<file path="src/rtl/dmux1_4_frame.sv">
// 1:4 frame demultiplexer: steers lane-tagged samples into four output registers,
// then holds the completed frame behind a valid/ready handshake.
module dmux1_4_frame #(
   parameter int WIDTH = 2,
   parameter int CNT_W = 8
) (
   input  logic             clk,
   input  logic             rst_n,
   input  logic             in_valid,
   output logic             in_ready,
   input  logic [WIDTH-1:0] in_data,
   input  logic [1:0]       s,
   input  logic             clr,
   output logic [WIDTH-1:0] o0,
   output logic [WIDTH-1:0] o1,
   output logic [WIDTH-1:0] o2,
   output logic [WIDTH-1:0] o3,
   output logic             frame_valid,
   input  logic             frame_ready,
   output logic             dup_err,
   output logic [CNT_W-1:0] frame_cnt
);

   typedef enum logic {
      COLLECT = 1'b0,
      HOLD    = 1'b1
   } state_t;

   state_t           state_q, state_d;
   logic [3:0]       mask_q, mask_d;
   logic [WIDTH-1:0] lane_q [4];
   logic [WIDTH-1:0] lane_d [4];
   logic             dup_err_q, dup_err_d;
   logic [CNT_W-1:0] frame_cnt_q, frame_cnt_d;

   // NOTE: every signal gets a default before the case so no path leaves it unassigned (no latches).
   always_comb begin
      state_d     = state_q;
      mask_d      = mask_q;
      lane_d      = lane_q;
      dup_err_d   = 1'b0;
      frame_cnt_d = frame_cnt_q;
      case (state_q)
         COLLECT: begin
            // An abort wins over a sample arriving on the same edge; the sample is dropped.
            if (clr) begin
               mask_d = '0;
            end else if (in_valid) begin
               lane_d[s] = in_data;
               if (mask_q[s]) begin
                  dup_err_d = 1'b1;
               end else begin
                  mask_d = mask_q | (4'b0001 << s);
                  if (mask_d == 4'b1111) state_d = HOLD;
               end
            end
         end
         HOLD: begin
            if (frame_ready) begin
               frame_cnt_d = frame_cnt_q + 1'b1;
               mask_d      = '0;
               state_d     = COLLECT;
            end
         end
         default: state_d = COLLECT;
      endcase
   end

   // NOTE: the four lane registers are plain flops, so they are reset along with the rest of the state.
   always_ff @(posedge clk or negedge rst_n) begin
      if (!rst_n) begin
         state_q     <= COLLECT;
         mask_q      <= '0;
         dup_err_q   <= 1'b0;
         frame_cnt_q <= '0;
         for (int i = 0; i < 4; i++) lane_q[i] <= '0;
      end else begin
         state_q     <= state_d;
         mask_q      <= mask_d;
         dup_err_q   <= dup_err_d;
         frame_cnt_q <= frame_cnt_d;
         lane_q      <= lane_d;
      end
   end

   assign in_ready    = (state_q == COLLECT);
   assign frame_valid = (state_q == HOLD);
   assign dup_err     = dup_err_q;
   assign frame_cnt   = frame_cnt_q;
   assign o0          = lane_q[0];
   assign o1          = lane_q[1];
   assign o2          = lane_q[2];
   assign o3          = lane_q[3];

endmodule

</file>
<file path="config.mk">
export PLATFORM = sky130hd
export DESIGN_NAME = dmux1_4_frame
export DESIGN_NICKNAME = d
export VERILOG_FILES = /design/src/rtl/dmux1_4_frame.sv
export SDC_FILE = /design/constraint.sdc
export NUM_CORES = 1
export LEC_CHECK = 0
export BUFFER_PORTS_ARGS = -buffer_cell sky130_fd_sc_hd__clkbuf_2
export CORE_UTILIZATION = 52
export CTS_BUF_LIST = sky130_fd_sc_hd__clkbuf_8
export CTS_CLUSTER_SIZE = 8
export DETAILED_ROUTE_END_ITERATION = 8
export PLACE_DENSITY_LB_ADDON = 0.3
export RECOVER_POWER = 50
export SLEW_MARGIN = 20
export SYNTH_ARGS = -nofsm -noshare
export SYNTH_HDL_FRONTEND = slang
export SYNTH_SLANG_ARGS = --single-unit
</file>
<file path="constraint.sdc">
create_clock -name clk -period 1.32 [get_ports clk]
set_input_delay 0.066 -clock clk [delete_from_list [all_inputs] [get_ports clk]]
set_output_delay 0.066 -clock clk [all_outputs]
set_load 0.01 [all_outputs]
</file>
==> impl_metrics.ini <==
[setup_path]
setup.reg_to_reg.worst_slack_ps = 60
critical_path_required_ps = 1470
start_kind = register
path_class = reg -> reg
crit_arrival_ps = 1400
crit_fanout = 7
cp-end-kind = register

[clock_tree]
cts_root_buf = clkbuf_8
clock_insertion_delay_worst_skew_ps = 260
cts_setup_buffers = 0
tritoncts = built
cts_sinks = 22
tritoncts.num_buffers = 3
cts.reportedPaths.clkPinSlew_ps = 70
cts-root-to-sink-buffers = 2
cts_htree_levels = 1

[floorplanning]
num_io_pins = 28
die_y_um = 45.6
initial_core_util_pct = 56.6
fp-row-count = 15
die-area_mm2 = 0.00208
core_area_mm2 = 0.00175
die_w_um = 45.6

[grt]
globalRouteOverflowTotal = 0
grt_first_pass_wirelength_mm = 2.93
grt_use_total_pct = 20.6
grt_antenna_before_repair = 0
grt_start_max_net_pins = 23
vias_in_the_first_global_route = 668

[layout]
area.growth.synth_to_final_pct = 24.7
antenna-diode-count = 0
layout.filler_cells = 136
finalCoreUtilization_pct = 70.5
multiInputGateArea_um2 = 433
layout_commonest_cell = dfrtp_1
layout_common_cells = 21 x dfrtp_1, 18 x clkbuf_2, 10 x mux2_2, 9 x clkbuf_1
layout.area.seq_um2 = 552
post_route_cells_drive_above_1_share_pct = 38.7
finish.net_count = 122

[sta]
finalHoldViolations = 0
final.setup.tns_ps = 0
setup_repair_after_global_routing_missed_its_margin = no
timing_max_transition_violations_final = 0
max_slew_margin_pct = 64.6
final.setup_skew_ps = 4.03
final_period_minus_worst_setup_slack_ps = 1260
report.final.setup_viol = 0
min_period_over_period_pct = 95.3
fmax_mhz = 795
worst-slew-pin-transition_ps = 531

[detailed_routing]
drt_wl_total_mm = 1.90
detail_routed_net_length_per_standard_cell_um = 13.9
ant_nets = 0
drt-vias-per-instance = 5.42
detail_route.first_pass.iterations = 6
detailedRoute.firstIterationViolations = 8
route.vias.total = 737
route.detailed.drc = 0

[placed_design]
port_buffers = 27
hpwlAfterDp_mm = 1.43
routabilityCongestion = 0.829

[min_path]
type_of_the_worst_min_delay_path = in -> reg

[yosys]
synthCells = 78
synthesis.nets = 88
synth_sequential_area_ratio_pct = 55.8
ys_ff_latch = 22
synth.avg_cell_area_um2 = 12.7
netlist_area_um2 = 987
ys_warn_count = 0
yosysUniqueCellTypes = 25

[pwr]
power.leakage_nw = 0.575
vdd_drop_max_mv = 0.942
power.density_mw_per_mm2 = 1210

[run_status]
run_status = finished, final reports clean

[job]
timing.max_cap.violations = 0
## cells in the mapped netlist, drive strengths merged
| cell | instances | area share, % |
|---|---|---|
| mux2 | 10 | 11 |
| nand2b | 1 | 0.63 |
| nor3b | 2 | 1.5 |
| ha | 1 | 1.3 |
| and2b | 1 | 0.76 |
| nor2 | 1 | 0.38 |
| mux4 | 1 | 2.3 |
| and3 | 3 | 2.0 |
| and2 | 2 | 1.4 |
| o21ai | 4 | 2.0 |
| xor2 | 1 | 0.89 |
| mux2i | 2 | 2.0 |
| nand4 | 6 | 3.8 |
| inv | 1 | 0.38 |
| o211a | 1 | 1.0 |
| nand3 | 2 | 1.0 |
| xnor2 | 6 | 5.3 |
| nand2 | 6 | 2.3 |
| dfrtp | 22 | 56 |
| nor2b | 2 | 1.3 |
| buf | 2 | 1.6 |
| o32ai | 1 | 0.89 |
## state kept, by name, summed over array words and instances, names as in the netlist
name	count
frame_cnt	8
mask_q	4
o0	2
o1	2
o2	2
o3	2
dup_err	1
frame_valid	1
## path summary, 6_finish.rpt
| path | from | end | cells past startpoint |
|---|---|---|---|
| worst max register to register | frame_valid | o3[1] | 3 |
| worst max-delay path | frame_valid | o3[1] | 3 |
| worst min register to register | frame_cnt[7] | frame_cnt[7] | 1 |
| min in group asynchronous | rst_n | mask_q[1] | 2 |
| max in group asynchronous | rst_n | frame_valid | 2 |
| worst min-delay path | frame_ready | frame_valid | 2 |
## per-stage QoR
step	total power [mW]	cells	setup slack [ps]	cell area, µm²	hold WS [ps]
floorplan	0.924	78	75.7	987	-230
global placement	1.04	131	70.4	1160	68.0
detailed placement	1.05	131	24.1	1160	73.1
CTS	1.52	136	13.5	1220	27.2
global route	1.56	136	20.2	1230	54.4
finish	1.49	136	61.5	1230	36.0
## area by class of cell
cell class,instances,share of cell area (%)
flip-flops and latches,22,44.8
multi-input cells,53,35.2
repair buffers,31,12.7
clock buffers,4,4.47
well taps,25,2.54
inverters,1,0.305
## critical path, cell delays in order, from the launching register on
cell	delay [ps]
dfrtp_2	460
nor2b_2	140
and3_2	220
mux2_2	330
## cells by family after synthesis
| kind of cell | count (synthesis) | synth area share (%) |
|---|---|---|
| AND/OR/NAND/NOR | 26 | 15.1 |
| multiplexers | 13 | 15.7 |
| adder cells (fa/ha/maj) | 1 | 1.27 |
| XOR/XNOR | 7 | 6.21 |
| flip-flops | 22 | 55.8 |
| buffers and inverters | 3 | 2.03 |
| AO/OA/AOI/OAI | 6 | 3.93 |
## where the power goes
group / switching, mW / leakage, nW / internal (mW) / total [mW]
clock network: 0.197 / 0.0288 / 0.265 / 0.462
registers: 0.0482 / 0.286 / 0.745 / 0.794
logic: 0.122 / 0.260 / 0.112 / 0.233
## timing repair
action / 4_1_cts / 5_1_grt
gates resized for setup: 0 / 5
endpoints found under the setup margin: 0 / 5
endpoints found under the hold margin: 22 / 0
hold buffers: 1 / 0
## routing by layer
metal,share of wire (%),vias to the layer above,global-route usage [%]
li1,-,351,-
met1,47,362,27.2
met2,47,22,32.6
met3,4.6,2,3.17
met4,0.53,0,10.9
met5,0,-,0
Power figures use the tool's default switching activity.
